<file path="src/rtl/crop_pkg.sv">
// Shared definitions for the crop stage: pixel width, FSM encoding and offset clamp.
package crop_pkg;

    localparam int PIX_W = 8;

    typedef enum logic [1:0] {
        IDLE,
        CROPPING,
        STREAMING
    } state_t;

    // Keeps a requested window offset inside the frame.
    function automatic int unsigned clamp_offset(input int unsigned req, input int unsigned lim);
        return (req > lim) ? lim : req;
    endfunction

endpackage

</file>
<file path="src/rtl/crop_buffer.sv">
// Window buffer: simple dual-port RAM with one-cycle registered read, no reset.
module crop_buffer
    import crop_pkg::*;
#(
    parameter int DEPTH  = 100,
    parameter int ADDR_W = $clog2(DEPTH)
) (
    input  logic              clk,
    input  logic              wr_en,
    input  logic [ADDR_W-1:0] wr_addr,
    input  logic [PIX_W-1:0]  wr_data,
    input  logic              rd_en,
    input  logic [ADDR_W-1:0] rd_addr,
    output logic [PIX_W-1:0]  rd_data
);

    logic [PIX_W-1:0] mem [DEPTH];

    // rd_data only moves on rd_en so it can hold a prefetched pixel.
    always_ff @(posedge clk) begin
        if (wr_en) begin
            mem[wr_addr] <= wr_data;
        end
        if (rd_en) begin
            rd_data <= mem[rd_addr];
        end
    end

endmodule

</file>
<file path="src/rtl/crop_filter.sv">
// Crops a window out of one input frame, tracks its maximum, then streams the window out.
module crop_filter
    import crop_pkg::*;
#(
    parameter int IN_ROWS  = 32,
    parameter int IN_COLS  = 32,
    parameter int OUT_ROWS = 10,
    parameter int OUT_COLS = 10
) (
    input  logic                       clk,
    input  logic                       s_axis_resetn,
    input  logic                       ap_start,
    input  logic [$clog2(IN_ROWS)-1:0] crop_row_start,
    input  logic [$clog2(IN_COLS)-1:0] crop_col_start,
    output logic                       ap_ready,
    output logic                       ap_idle,
    output logic                       ap_done,
    input  logic                       s_axis_tvalid,
    output logic                       s_axis_tready,
    input  logic [7:0]                 s_axis_tdata,
    input  logic                       s_axis_tuser,
    output logic                       m_axis_tvalid,
    input  logic                       m_axis_tready,
    output logic [7:0]                 m_axis_tdata,
    output logic [7:0]                 norm_denominator,
    output logic                       norm_denominator_tvalid
);

    localparam int ROW_W = $clog2(IN_ROWS);
    localparam int COL_W = $clog2(IN_COLS);
    localparam int DEPTH = OUT_ROWS * OUT_COLS;
    localparam int PTR_W = $clog2(DEPTH + 1);
    localparam logic [ROW_W:0] OUT_ROWS_W = (ROW_W + 1)'(OUT_ROWS);
    localparam logic [COL_W:0] OUT_COLS_W = (COL_W + 1)'(OUT_COLS);

    state_t state_reg, state_next;

    logic [ROW_W-1:0] row_reg, r0_reg;
    logic [COL_W-1:0] col_reg, c0_reg;
    logic [PTR_W-1:0] wr_ptr_reg, rd_ptr_reg, sent_reg;
    logic [PIX_W-1:0] max_reg, den_reg, out_data_reg;
    logic             s1_valid_reg, out_valid_reg, done_reg, den_valid_reg;

    logic             pix_acc, resync, in_win, last_pix;
    logic             out_hs, last_beat, out_load, rd_en;
    logic [ROW_W-1:0] eff_row;
    logic [COL_W-1:0] eff_col;
    logic [PIX_W-1:0] max_base, max_new, rd_data;
    logic [PTR_W-1:0] wr_base;

    // A tuser pixel away from (0,0) restarts the frame at that pixel.
    assign pix_acc  = (state_reg == CROPPING) && s_axis_tvalid;
    assign resync   = s_axis_tuser && ((row_reg != '0) || (col_reg != '0));
    assign eff_row  = resync ? '0 : row_reg;
    assign eff_col  = resync ? '0 : col_reg;
    assign max_base = resync ? '0 : max_reg;
    assign wr_base  = resync ? '0 : wr_ptr_reg;

    assign in_win = (eff_row >= r0_reg)
                 && ((ROW_W + 1)'(eff_row) < ((ROW_W + 1)'(r0_reg) + OUT_ROWS_W))
                 && (eff_col >= c0_reg)
                 && ((COL_W + 1)'(eff_col) < ((COL_W + 1)'(c0_reg) + OUT_COLS_W));

    assign max_new  = (in_win && (s_axis_tdata > max_base)) ? s_axis_tdata : max_base;
    assign last_pix = pix_acc && (eff_row == ROW_W'(IN_ROWS - 1))
                              && (eff_col == COL_W'(IN_COLS - 1));

    // Two-stage read pipe: RAM output register, then the output register.
    assign out_hs    = out_valid_reg && m_axis_tready;
    assign last_beat = out_hs && (sent_reg == PTR_W'(DEPTH - 1));
    assign out_load  = (state_reg == STREAMING) && s1_valid_reg
                    && (!out_valid_reg || m_axis_tready);
    assign rd_en     = (state_reg == STREAMING) && (rd_ptr_reg < PTR_W'(DEPTH))
                    && (!s1_valid_reg || out_load);

    crop_buffer #(
        .DEPTH  (DEPTH),
        .ADDR_W (PTR_W)
    ) u_buffer (
        .clk     (clk),
        .wr_en   (pix_acc && in_win),
        .wr_addr (wr_base),
        .wr_data (s_axis_tdata),
        .rd_en   (rd_en),
        .rd_addr (rd_ptr_reg),
        .rd_data (rd_data)
    );

    always_ff @(posedge clk or negedge s_axis_resetn) begin
        if (!s_axis_resetn) begin
            state_reg <= IDLE;
        end else begin
            state_reg <= state_next;
        end
    end

    always_comb begin
        state_next = state_reg;
        unique case (state_reg)
            IDLE:      if (ap_start)  state_next = CROPPING;
            CROPPING:  if (last_pix)  state_next = STREAMING;
            STREAMING: if (last_beat) state_next = IDLE;
            default:                  state_next = IDLE;
        endcase
    end

    always_ff @(posedge clk or negedge s_axis_resetn) begin
        if (!s_axis_resetn) begin
            row_reg       <= '0;
            col_reg       <= '0;
            r0_reg        <= '0;
            c0_reg        <= '0;
            wr_ptr_reg    <= '0;
            rd_ptr_reg    <= '0;
            sent_reg      <= '0;
            max_reg       <= '0;
            den_reg       <= '0;
            den_valid_reg <= 1'b0;
            done_reg      <= 1'b0;
            s1_valid_reg  <= 1'b0;
            out_valid_reg <= 1'b0;
            out_data_reg  <= '0;
        end else begin
            done_reg <= 1'b0;
            unique case (state_reg)
                IDLE: begin
                    if (ap_start) begin
                        r0_reg        <= ROW_W'(clamp_offset(32'(crop_row_start), IN_ROWS - OUT_ROWS));
                        c0_reg        <= COL_W'(clamp_offset(32'(crop_col_start), IN_COLS - OUT_COLS));
                        row_reg       <= '0;
                        col_reg       <= '0;
                        wr_ptr_reg    <= '0;
                        rd_ptr_reg    <= '0;
                        sent_reg      <= '0;
                        max_reg       <= '0;
                        s1_valid_reg  <= 1'b0;
                        den_valid_reg <= 1'b0;
                    end
                end
                CROPPING: begin
                    if (pix_acc) begin
                        if (eff_col == COL_W'(IN_COLS - 1)) begin
                            col_reg <= '0;
                            row_reg <= eff_row + 1'b1;
                        end else begin
                            col_reg <= eff_col + 1'b1;
                            row_reg <= eff_row;
                        end
                        max_reg    <= max_new;
                        wr_ptr_reg <= in_win ? wr_base + 1'b1 : wr_base;
                        if (last_pix) begin
                            done_reg      <= 1'b1;
                            den_valid_reg <= 1'b1;
                            den_reg       <= (max_new == '0) ? PIX_W'(1) : max_new;
                        end
                    end
                end
                STREAMING: begin
                    if (rd_en) begin
                        rd_ptr_reg   <= rd_ptr_reg + 1'b1;
                        s1_valid_reg <= 1'b1;
                    end else if (out_load) begin
                        s1_valid_reg <= 1'b0;
                    end
                    if (out_load) begin
                        out_valid_reg <= 1'b1;
                        out_data_reg  <= rd_data;
                    end else if (m_axis_tready) begin
                        out_valid_reg <= 1'b0;
                    end
                    if (out_hs) begin
                        sent_reg <= sent_reg + 1'b1;
                    end
                end
                default: ;
            endcase
        end
    end

    assign ap_ready                = (state_reg == IDLE);
    assign ap_idle                 = (state_reg == IDLE);
    assign ap_done                 = done_reg;
    assign s_axis_tready           = (state_reg == CROPPING);
    assign m_axis_tvalid           = out_valid_reg;
    assign m_axis_tdata            = out_data_reg;
    assign norm_denominator        = den_reg;
    assign norm_denominator_tvalid = den_valid_reg;

endmodule
</file>
<file path="config.mk">
export PLATFORM = sky130hd
export DESIGN_NAME = crop_filter
export DESIGN_NICKNAME = d
export VERILOG_FILES = /design/src/rtl/crop_pkg.sv /design/src/rtl/crop_buffer.sv /design/src/rtl/crop_filter.sv
export SDC_FILE = /design/constraint.sdc
export NUM_CORES = 1
export LEC_CHECK = 0
export BUFFER_PORTS_ARGS = -buffer_cell sky130_fd_sc_hd__buf_4
export CAP_MARGIN = 40
export CORE_MARGIN = 5
export CORE_UTILIZATION = 65
export CTS_BUF_LIST = sky130_fd_sc_hd__clkbuf_4 sky130_fd_sc_hd__clkbuf_8
export DETAILED_ROUTE_END_ITERATION = 7
export PLACE_DENSITY = 0.91
export SYNTH_ARGS = -nofsm -noshare
export SYNTH_HDL_FRONTEND = slang
export SYNTH_SLANG_ARGS = --single-unit
</file>
<file path="constraint.sdc">
create_clock -name clk -period 5 [get_ports clk]
set_clock_uncertainty 0.15 [all_clocks]
set_input_delay 0.25 -clock clk [delete_from_list [all_inputs] [get_ports clk]]
set_output_delay 0.25 -clock clk [all_outputs]
set_load 0.05 [all_outputs]
</file>
---- Word-level counts from Yosys, hierarchy flattened ----
Memory sizes are Yosys's and may differ from the RTL's. A register that Yosys moved wholly into a read port is not among the register bits.
Index checks and enable logic that the tools add are counted.
word-level totals
  word-level logic and storage cells ...... 124
  output and inout port bits .............. 22
  memory bits (writable) .................. 800
  bits in registers ....................... 71
  memories kept ........................... 1
memories
  name          words  bits a word  rd ports  clocked after Yosys merged registers in  wr ports  RTL line           RTL
  u_buffer.mem  100    8            1         1                                        1         crop_buffer.sv:17  logic [PIX_W-1:0] mem [DEPTH];
operators by class
  order comparisons ....................... 8
  equality and inequality tests ........... 12
  reduce and logical (&&, ||, !) cells .... 37
  mux-type cells .......................... 44
  add/subtract/negate cells ............... 7
operators by type and width
  cell                                                   count
  two-way mux 5 bit                                      9
  two-way mux 7 bit                                      6
  one-hot mux 7 bit (2 select lines)                     3
  two-way mux 8 bit                                      5
  adder 7 x 1 -> 7 bit (second input constant)           3
  one-hot mux 5 bit (2 select lines)                     2
  AND reduction 3 bit                                    6
  one-hot mux 8 bit (2 select lines)                     1
  logical AND 1 bit                                      15
  adder 5 x 4 -> 6 bit (second input constant)           2
  < comparator 5 x 6 -> 1 bit                            2
  two-way mux 1 bit                                      12
  adder 5 x 1 -> 5 bit (second input constant)           2
  == test 5 bit (second input constant)                  2
  greater-or-equal comparator 5 bit                      2
  greater-than comparator 5 bit (second input constant)  2
  nonzero test 5 bit                                     2
  greater-than comparator 8 bit                          1
  zero test 8 bit                                        1
  inequality test 2 bit (second input constant)          4
  == test 7 bit (second input constant)                  1
  < comparator 7 bit (second input constant)             1
  two-way mux 2 bit                                      3
  one-hot mux 2 bit (3 select lines)                     1
  11 further kinds                                       20

---- Logic depth before layout (Yosys ltp) ----
  depth in word-level cells ............... 12
  gate-level depth with buffers ........... 15

---- Hierarchy ----
From an unflattened synthesis, not the netlist that was laid out.
unflattened totals
  cells, all modules ...................... 1802
  area, all modules ....................... 35328.9 um2
modules (own cells, without submodules)
  module       sequential area each (um2)  cells each  area an instance (um2)  times used
  crop_buffer  24263.3                     1384        31201.2                 1
  crop_filter  1776.7                      418         4127.7                  1

---- Least setup slack after synthesis ----
No wires, ideal clock.
  kind .................................... flip-flop to flip-flop
  from .................................... register col_reg[3]
  to ...................................... memory u_buffer.mem[75][0], enable pin
  arrival ................................. 3.416 ns
  setup time .............................. 0.370 ns
  path buffers ............................ 3
  cell stages (with the launch flop) ...... 16
  clock period less this slack ............ 3.937 ns
  path slack .............................. 1.063 ns
  path through ............................ dfrtp_1 nor4_1 nand3_1 nand2_1 clkbuf_1 clkbuf_1 nand2_1 ha_1 nand2b_1 a221oi_1 o21ai_0 nand4_1 nor3b_1 nand3_1 clkbuf_1 nor2_1
on the way
  word-level cells in the longest chain between the ends .. 11
  elaborated cells between the ends (all ways) .. 16
  those cells by class .................... order compare (4); mux (5); reduce/logical (7)
ends and longest elaborated chain
  item                                                                                     RTL line                              RTL
  from (decl)                                                                              crop_filter.sv:39                     logic [COL_W-1:0] col_reg, c0_reg;
  from (signal assigned)                                                                   crop_filter.sv:146                    col_reg <= eff_col + 1'b1;
  nonzero test 5 bit                                                                       crop_filter.sv:53                     assign resync = s_axis_tuser && ((row_reg != '0) || (col_reg != '0));
  logical OR 1 bit                                                                         crop_filter.sv:53
  logical AND 1 bit                                                                        crop_filter.sv:53
  two-way mux 5 bit                                                                        crop_filter.sv:54                     assign eff_row = resync ? '0 : row_reg;
  < comparator 5 x 6 -> 1 bit / greater-or-equal comparator 5 bit (equally long branches)  crop_filter.sv:60, crop_filter.sv:59
  logical AND 1 bit                                                                        crop_filter.sv:60                     && ((ROW_W + 1)'(eff_row) < ((ROW_W + 1)'(r0_reg) + OUT_ROWS_W))
  logical AND 1 bit                                                                        crop_filter.sv:61                     && (eff_col >= c0_reg)
  logical AND 1 bit                                                                        crop_filter.sv:62                     && ((COL_W + 1)'(eff_col) < ((COL_W + 1)'(c0_reg) + OUT_COLS_W));
  logical AND 1 bit                                                                        crop_filter.sv:81                     .wr_en (pix_acc && in_win),
  two-way mux 1 bit                                                                        crop_buffer.sv:21                     if (wr_en) begin
  two-way mux 1 bit (implied by the code)                                                  crop_buffer.sv:22                     mem[wr_addr] <= wr_data;
  to (decl)                                                                                crop_buffer.sv:17
Several ways; a longest one is shown, not always the timed one.

---- Worst setup path after layout ----
  from .................................... register col_reg[3]
  to ...................................... memory u_buffer.mem[61][0], enable pin
The elaborated chain is that of the path after synthesis.

==> reports/qor.txt <==
crit path to - u_buffer.mem[61][0]$_DFFE_PP_
number of global-route vias before repair - 20400
Post-synth ARST share - 8.08%
final worst-path setup slack - 408 ps
synthesized area - 0.0354 mm^2
Worst EP arrival - 4860 ps
Crit. End Element - flop
grt total ovfl - 0
DP HPWL - 53.6 mm
Largest Register - u_buffer.mem
Min-Delay Path Class - input pin to flop
syn nets - 1852
CTS resizes - 0
synth unique cells - 55
Setup TNS - 0 ps
worst slew pin tran - 1030 ps
sequential area share after synthesis - 73.6%
required time worst endpoint - 5270 ps
Routed Wire Length - 89.8 mm
Area growth syn-to-layout - 12.8%
Iter 0 DRT Violations - 3425
fin cells - 2812
PortBufs - 45
most frequent cell after synthesis - edfxtp_1
Post-DRT Antenna Nets - 0
syn avg cell area - 19.7 um^2
Core Region - 0.0538 mm^2
Fill cells - 2691
CTS tree - built
Pre-antenna DRT Iters - 6
Syn Inst Count - 1791
layout cells sized above 1 - 29.6%
min cycle time layout - 4590 ps
Sw Pwr - 0.00585 W
Largest register FFs - 800
status - complete, no violations
number of synthesized flops with an enable pin - 808
Final nets - 2076
Num CTS Buffers - 131
htree depth - 4
FMAX - 218 MHz
RSZ-0062 raised after global routing - no
first-pass GRT wire length - 133 mm
Worst R2R Setup Slack - 410 ps
R2R Path Start - col_reg[3]$_DFFE_PN0P_
Int Power - 0.0137 W
CTS sink count - 879
Crit Path Max Fanout - 8
Post-synth top cells - 808 x edfxtp_1, 236 x mux4_2, 134 x nor2_1, 80 x nand2_1, 71 x dfrtp_1
initial cell density of the core - 65.7%
Final setup viols - 0
DRC Markers - 0
Reg2Reg Capture Point - u_buffer.mem[61][0]$_DFFE_PP_
Placement Setup Slack - 821 ps
Die X - 243 um
Flop pwr share - 44.5%
Final Util - 74.1%
switching share of total power - 29.9%
Max Cap Viol - 0
Slew Limit Headroom - 31.6%
CTS Buffer Depth - 3
GRT Util Overall - 30.6%
Worst-path clk slew - 70 ps
critical path type - flop to flop
FF+latch count, synth - 879
# hold bufs at CTS - 29
RD Place Congestion - 0.895
Final Hold Viols - 0
initial antenna violation count - 2
area leader, netlist - edfxtp_1
ys flop type - edfxtp_1
Total Power - 0.0195 W
drt wl/cell - 31.9 um
DR vias/cell - 7.10
Root Driver - clkbuf_8
DR vias - 20000
Reg2Reg Depth - 13
Ys Warns - 0
ranking of synthesized cells by area - edfxtp_1 69%, mux4_2 15%, dfrtp_1 5.0%
Clk Latency, worst-skew pair - 820 ps
clock share of power - 29.6%
die area - 0.0592 mm^2
Ports - 46
post-CTS setup buffer count - 0
Rows - 85
crit path launch - col_reg[3]$_DFFE_PN0P_
fin crit share - 91.8%
Yosys top cell area share - 68.6%
dpl cells - 2548
startpoint types - flop
worst vdd ir - 0.384 mV
P per Cell Area - 490 mW/mm^2
largest net degree at the start of global routing - 90
leakage - 13.4 nW
Final Max Slew Viols - 0
Vert. Die Dim - 243 um
Gate power share - 25.8%
==> layer usage <==
metal | track usage (%) | vias up | part of all wire (%)
li1 | - | 7768 | -
met1 | 40.0 | 10100 | 33
met2 | 48.7 | 1794 | 49
met3 | 9.18 | 333 | 12
met4 | 13.6 | 0 | 5.1
met5 | 0 | - | 0
==> how the worst min path moves through the flow <==
stage | cells after the start | to | slack, ps | from
after floorplan | 0 | ap_done$_DFF_PN0_ | -200 | s_axis_resetn
after global placement | 1 | ap_done$_DFF_PN0_ | 290 | s_axis_resetn
final | 4 | r0_reg[4]$_DFFE_PN0P_ | 140 | crop_row_start[4]
after global routing | 4 | r0_reg[4]$_DFFE_PN0P_ | 130 | crop_row_start[4]
after detailed placement | 1 | norm_denominator[4]$_DFFE_PN0P_ | 40 | s_axis_resetn
after CTS | 4 | r0_reg[4]$_DFFE_PN0P_ | 40 | crop_row_start[4]
==> power groups by stage <==
stage | Sequential, W | Clock [W] | Combinational (W)
2_1_floorplan | 0.00852 | 0 | 0.00360
3_3_place_gp | 0.00880 | 0 | 0.00463
3_5_place_dp | 0.00882 | 0 | 0.00486
4_1_cts | 0.00868 | 0.00583 | 0.00497
5_1_grt | 0.00871 | 0.00619 | 0.00526
6_report | 0.00869 | 0.00579 | 0.00505
==> cell type report <==
| class | instances | area, um^2 | share of cell area [%] |
|---|---|---|---|
| flip-flops and latches | 879 | 26100 | 65.3 |
| multi-input cells | 798 | 8760 | 22.0 |
| clock buffers | 184 | 2240 | 5.61 |
| repair buffers | 185 | 1560 | 3.90 |
| well taps | 696 | 871 | 2.18 |
| clock inverters | 49 | 327 | 0.819 |
| inverters | 20 | 75.1 | 0.188 |
| diodes | 1 | 2.50 | 0.00627 |
==> cell families (layout without fill, tap and decap cells) <==
| logic type | Yosys count | count (layout) | share of synthesized area, % |
|---|---|---|---|
| AND/OR/NAND/NOR | 333 | 333 | 4.30 |
| buffers and inverters | 114 | 438 | 1.60 |
| XOR/XNOR | 13 | 13 | 0.322 |
| other | 0 | 1 | 0 |
| AO/OA/AOI/OAI | 142 | 142 | 2.71 |
| adder cells (fa/ha/maj) | 37 | 37 | 1.31 |
| multiplexers | 273 | 273 | 16.1 |
| flip-flops | 879 | 879 | 73.6 |
==> through the flow <==
| stage | cell area, um^2 | hold slack (ps) |
|---|---|---|
| final | 39900 | 141 |
| after global routing | 39900 | 128 |
| after CTS | 39900 | 40.9 |
| after detailed placement | 37000 | 40.1 |
| after global placement | 36900 | 287 |
| after floorplan | 35400 | -196 |
==> worst max-delay path, stage by stage, from the launching register on <==
cell	delay, ps
dfrtp_1	450
nor4_1	370
nand3_1	150
nand2_1	150
nand2_1	100
ha_1	280
nand2b_1	110
a221oi_1	80
o21ai_0	360
nand4_1	350
nor2_1	340
nand2_1	380
buf_4	330
nor2_1	620
==> cells in the final DEF, fill, tap and decap left out, types with 23 or more instances in the layout <==
| master | synthesis | final |
|---|---|---|
| mux2i_1 | 23 | 23 |
| dlygate4sd3_1 | 0 | 28 |
| ha_1 | 37 | 37 |
| mux4_2 | 236 | 236 |
| dfrtp_1 | 71 | 67 |
| nor2_1 | 134 | 134 |
| clkbuf_4 | 0 | 47 |
| buf_4 | 11 | 148 |
| nor2b_1 | 26 | 26 |
| nand2_1 | 80 | 80 |
| o21ai_0 | 32 | 32 |
| edfxtp_1 | 808 | 808 |
| clkbuf_8 | 0 | 137 |
| a21oi_1 | 29 | 29 |
No activity file was read; power rests on OpenSTA's default activity.
